**src/rtl/log_pkg.sv**
```systemverilog
// Shared constants and state encoding for the lead-one isolation stage.
// The optional result counters are enabled with the LOG_STATS_EN macro.
package log_pkg;

    localparam int DEF_WIDTH = 8;
    localparam int IDX_W     = $clog2(DEF_WIDTH);
    localparam int STAT_W    = 16;

    typedef enum logic [1:0] {
        IDLE = 2'd0,
        SCAN = 2'd1,
        DONE = 2'd2
    } state_e;

endpackage

```
**src/rtl/log_stats_cnt.sv**
```systemverilog
// Two wrapping result counters: all completed results and zero-input results.
// Only instantiated by lead_one_isolate when LOG_STATS_EN is defined.
module log_stats_cnt
    import log_pkg::*;
#(
    parameter int W = STAT_W
) (
    input  logic         clk,
    input  logic         rst,
    input  logic         inc,
    input  logic         inc_zero,
    output logic [W-1:0] total,
    output logic [W-1:0] zeros
);

    logic [W-1:0] total_q, total_d;
    logic [W-1:0] zeros_q, zeros_d;

    // Counters wrap naturally at all-ones.
    always_comb begin
        total_d = total_q;
        zeros_d = zeros_q;
        if (inc) begin
            total_d = total_q + W'(1);
        end
        if (inc_zero) begin
            zeros_d = zeros_q + W'(1);
        end
    end

    always_ff @(posedge clk or posedge rst) begin
        if (rst) begin
            total_q <= '0;
            zeros_q <= '0;
        end else begin
            total_q <= total_d;
            zeros_q <= zeros_d;
        end
    end

    assign total = total_q;
    assign zeros = zeros_q;

endmodule

```
**src/rtl/lead_one_isolate.sv**
```systemverilog
// Serial MSB-first scan that isolates the leading one of a value (feeds get_pow).
// Define LOG_STATS_EN to add the stat_total / stat_zeros result counters.
module lead_one_isolate
    import log_pkg::*;
#(
    parameter int WIDTH = DEF_WIDTH
) (
    input  logic              clk,
    input  logic              rst,
    input  logic              in_valid,
    output logic              in_ready,
    input  logic [WIDTH-1:0]  in_num,
    output logic              out_valid,
    input  logic              out_ready,
    output logic [WIDTH-1:0]  out_onehot,
    output logic              out_zero
`ifdef LOG_STATS_EN
    ,
    output logic [STAT_W-1:0] stat_total,
    output logic [STAT_W-1:0] stat_zeros
`endif
);

    localparam int IW = $clog2(WIDTH);

    // Handshakes: a transfer happens on a rising edge where valid && ready.
    // in_ready is high only in IDLE; out_valid is high only in DONE and holds
    // its data until out_ready.
    state_e           state_q, state_d;
    logic [WIDTH-1:0] num_q, num_d;
    logic [IW-1:0]    idx_q, idx_d;
    logic [WIDTH-1:0] onehot_q, onehot_d;
    logic             zero_q, zero_d;

    always_ff @(posedge clk or posedge rst) begin
        if (rst) begin
            state_q  <= IDLE;
            num_q    <= '0;
            idx_q    <= '0;
            onehot_q <= '0;
            zero_q   <= 1'b0;
        end else begin
            state_q  <= state_d;
            num_q    <= num_d;
            idx_q    <= idx_d;
            onehot_q <= onehot_d;
            zero_q   <= zero_d;
        end
    end

    always_comb begin
        state_d  = state_q;
        num_d    = num_q;
        idx_d    = idx_q;
        onehot_d = onehot_q;
        zero_d   = zero_q;
        case (state_q)
            IDLE: begin
                if (in_valid) begin
                    num_d   = in_num;
                    idx_d   = IW'(WIDTH - 1);
                    state_d = SCAN;
                end
            end
            SCAN: begin
                // One bit per cycle from the top; bit 0 clear means the value was zero.
                if (num_q[idx_q]) begin
                    onehot_d        = '0;
                    onehot_d[idx_q] = 1'b1;
                    zero_d          = 1'b0;
                    state_d         = DONE;
                end else if (idx_q != '0) begin
                    idx_d = idx_q - IW'(1);
                end else begin
                    onehot_d = '0;
                    zero_d   = 1'b1;
                    state_d  = DONE;
                end
            end
            DONE: begin
                if (out_ready) begin
                    state_d = IDLE;
                end
            end
            default: state_d = IDLE;
        endcase
    end

    always_comb begin
        in_ready   = (state_q == IDLE);
        out_valid  = (state_q == DONE);
        out_onehot = onehot_q;
        out_zero   = zero_q;
    end

`ifdef LOG_STATS_EN
    logic done_fire;
    assign done_fire = (state_q == DONE) && out_ready;

    log_stats_cnt #(.W(STAT_W)) u_stats (
        .clk      (clk),
        .rst      (rst),
        .inc      (done_fire),
        .inc_zero (done_fire && zero_q),
        .total    (stat_total),
        .zeros    (stat_zeros)
    );
`endif

endmodule

```
**config.mk**
```make
export PLATFORM = sky130hd
export DESIGN_NAME = lead_one_isolate
export DESIGN_NICKNAME = d
export VERILOG_FILES = /design/src/rtl/log_pkg.sv /design/src/rtl/log_stats_cnt.sv /design/src/rtl/lead_one_isolate.sv
export SDC_FILE = /design/constraint.sdc
export NUM_CORES = 1
export LEC_CHECK = 0
export CAP_MARGIN = 25
export CORE_UTILIZATION = 45
export CTS_BUF_LIST = sky130_fd_sc_hd__clkbuf_8
export DETAILED_ROUTE_END_ITERATION = 8
export GPL_TIMING_DRIVEN = 0
export PLACE_DENSITY = 0.72
export SLEW_MARGIN = 20
export SYNTH_ARGS = -nofsm -noshare
export SYNTH_HDL_FRONTEND = slang
export SYNTH_SLANG_ARGS = --single-unit
```
**constraint.sdc**
```tcl
create_clock -name clk -period 3.2 [get_ports clk]
set_clock_uncertainty 0.15 [all_clocks]
set_input_delay 0.48 -clock clk [delete_from_list [all_inputs] [get_ports clk]]
set_output_delay 0.48 -clock clk [all_outputs]
set_load 0.005 [all_outputs]
```
==> results.md <==
- Status: finished, final reports clean
- Largest fanout on the critical path: 4
- CTS Hold Bufs: 0
- Share of layout cells above drive strength 1: about 18%
- DP Wirelength: 1.64 mm
- Number of storage elements in the synthesis netlist: 22
- Setup violators final: 0
- Wire length of the first global-routing pass: ~3.8 mm
- Standard cell core area: about 2300 sq um
- Synthesized cell area: 1100 sq um
- TritonCTS clock tree: yes
- Number of cells upsized or downsized after cts: 0
- Part of the Yosys area used for sequential elements: 49.9%
- Antenna-violating nets left: 0
- Global routing usage summed across all routing layers: about a fifth
- Port buffer count: 22
- Mean area per synthesized cell: between 10 and 15 sq um
- Setup repair after global routing missed its margin: false
- Pin count of the biggest net entering global routing: 23
- DR vias: roughly 830
- Final RePlAce weighted congestion: 0.734
- Combinational family with the most area after synthesis: compound AO/OA/AOI/OAI gates
- Max transition margin: between 40% and 50%
- Post-Route WL: between 2 and 2.5 mm
- Number of detailed-routing iterations run before antenna repair: 4
- Post-synthesis instance total: 93
- F_max: approximately 480 MHz
- Xor and xnor area share after synthesis: 0%
- Pleak: around 0.65 nW
- Die outline width: 51.5 microns
- Mux contribution to synthesized area: a little over an eighth
- Die ar.: ~2700 sq um
- Setup_tns: 0 ps
- Placement row count: 17
- Initial drt markers: 11
- CTS Sinks: 22
- Compound-Gate Fraction of Synth Area: 18.0%
- N_diodes: 0
- Buffer levels on the longest clock path: 2
- Routed via count divided by cell count: between 5 and 6
- Post-route minimum period: 2080 ps
- Worst slew pin tran: approximately 800 ps
- VDD IR max: 540 uV
- Worst-skew pair later-pin latency: roughly 260 ps
- Count of distinct cell types in the synthesized netlist: 28
- Die Span Y: 51.5 microns
- Crit path required time: between 2000 and 3000 ps
- Power density cells: 996 nW/um^2
- Sort of element at the start of the critical path: register
- Remaining DRCs: 0
- Setup CP Type: reg -> out
- H-tree levels: 1
- Total of max-cap violations: 0
- Final layout net count: 134
- Final hold vios: 0
- Final non-filler cell area: 1410 sq um
- Net count of the mapped netlist: roughly 110
- Simple-gate area share of the yosys netlist: a little over an eighth
- Effective utilization at floorplan: roughly half
- Mean routed wirelength per cell: between 15 and 20 microns
- CP endpoint kind: output pin
- Number of synthesis warnings: 0
- Area growth from synthesis to layout: 28.1%
- Arrival time of the worst setup path: between 1000 and 1500 ps
- Share of the clock period used by the worst path after layout: 64.9%
- Post-DP Area: roughly 1400 sq um
- Overflow left after global routing: 0
- Post-CTS setup buffer count: 0
- Worst min-delay path class: reg -> reg
- Clock edge transition at the registers on the reported setup and hold paths: 80 ps
- TritonCTS buffer count: 3
- Post-synthesis adder-cell area fraction: 2.27%
- IO Count: 23
- Number of antenna violations at the first check in global routing: 0
- Pins over their slew limit: 0
- Vias in the first global route: 806
- Clock root cell: clkbuf_8
## stage by stage
stage | worst slack [ps] | total power, mW | util, % | hold WS, ps | cells
5_1_grt | 1060 | 1.51 | 62.7 | 378 | 147
6_report | 1120 | 1.41 | 62.7 | 351 | 147
2_1_floorplan | 1640 | 0.959 | - | 319 | 93
4_1_cts | 1130 | 1.42 | 62.7 | 361 | 147
3_5_place_dp | 1200 | 1.21 | 60.3 | 342 | 143
3_3_place_gp | 1210 | 1.19 | 60.3 | 329 | 143
## area by class of cell
class | count | area, sq um
sequential | 22 | 551
inverter | 4 | 15.0
fill | 200 | 841
timing repair buffer | 22 | 220
multi-input combinational | 64 | 518
tap | 28 | 35.0
buffer | 3 | 20.0
clock buffer | 4 | 55.1
## cells in the mapped netlist, drive strengths merged
master    n  area share [%]
dfrtp    22              50
mux2      8             8.2
nor2      7             2.4
a21o      6             4.1
mux2i     6             5.4
nand2     6             2.0
a32o      5             4.6
inv       4             1.4
nand2b    4             2.5
nor2b     4             2.3
nand4     3             1.7
o211ai    3             2.5
and2      2             1.2
buf       2             1.5
ha        2             2.3
nand3     2            0.91
a22o      1             1.6
clkbuf    1            0.34
o2111ai   1            0.79
o21a      1             1.4
o2bb2ai   1             1.4
o32a      1            0.91
o41ai     1            0.79
## layout by cell type, fill, tap and decap left out
master	instances
o41ai_1	1
o2bb2ai_2	1
and2_2	1
nand4_1	3
ha_1	2
nand3_1	2
o2111ai_1	1
buf_2	1
and2_1	1
mux2i_1	6
nor2b_1	4
nand2b_2	1
o211ai_2	1
clkbuf_1	1
nand2_1	6
nand2b_1	3
o211ai_1	2
a32o_2	1
inv_1	4
o21a_4	1
a21o_1	6
mux2_2	8
clkdlybuf4s50_1	22
o32a_1	1
a22o_4	1
nor2_1	7
dfrtp_1	22
buf_6	1
clkbuf_8	4
a32o_1	4
## where the power goes
| part | internal [mW] | leakage, nW | switching, mW |
|---|---|---|---|
| clock | 0.110 | 0.0288 | 0.0920 |
| combinational | 0.388 | 0.371 | 0.300 |
| sequential | 0.409 | 0.253 | 0.110 |
## flip-flops by register name, indices dropped and copies added, names as in the netlist
register / count
num_q: 8
out_onehot: 8
idx_q: 3
state_q: 2
out_zero: 1
## critical path, stage by stage, from the launching register on
cell and delay (ps):
dfrtp_1 400, nor2b_1 240, clkdlybuf4s50_1 540
## per-layer routing
metal | vias to the layer above | track usage [%] | share of wire, % | routed length [microns]
met3 | 3 | 3.80 | 3.9 | 87
met2 | 18 | 31.0 | 49 | 1100
met1 | 414 | 27.6 | 46 | 1020
li1 | 390 | - | - | -
met4 | 0 | 4.05 | 0.76 | 17
met5 | - | 0 | 0 | 0
## final timing paths
kind / slack, ps / depth (start not counted) / startpoint / endpoint
hold reg to reg: 350 / 1 / out_zero$_DFFE_PP0P_ / out_zero$_DFFE_PP0P_
max in group asynchronous: 1870 / 2 / rst / out_onehot[7]$_DFFE_PP0P_
setup / recovery: 1120 / 2 / state_q[1]$_DFFE_PP0P_ / out_valid
hold / removal: 350 / 1 / out_zero$_DFFE_PP0P_ / out_zero$_DFFE_PP0P_
setup reg to reg: 1530 / 5 / idx_q[0]$_DFFE_PP0P_ / out_onehot[4]$_DFFE_PP0P_
min in group asynchronous: 520 / 2 / rst / out_onehot[0]$_DFFE_PP0P_
## cell families after synthesis
kind of cell | count (synthesis)
AND/OR/NAND/NOR | 28
flip-flops | 22
AO/OA/AOI/OAI | 20
multiplexers | 14
buffers and inverters | 7
adder cells (fa/ha/maj) | 2
No activity file was read; power rests on OpenSTA's default activity.
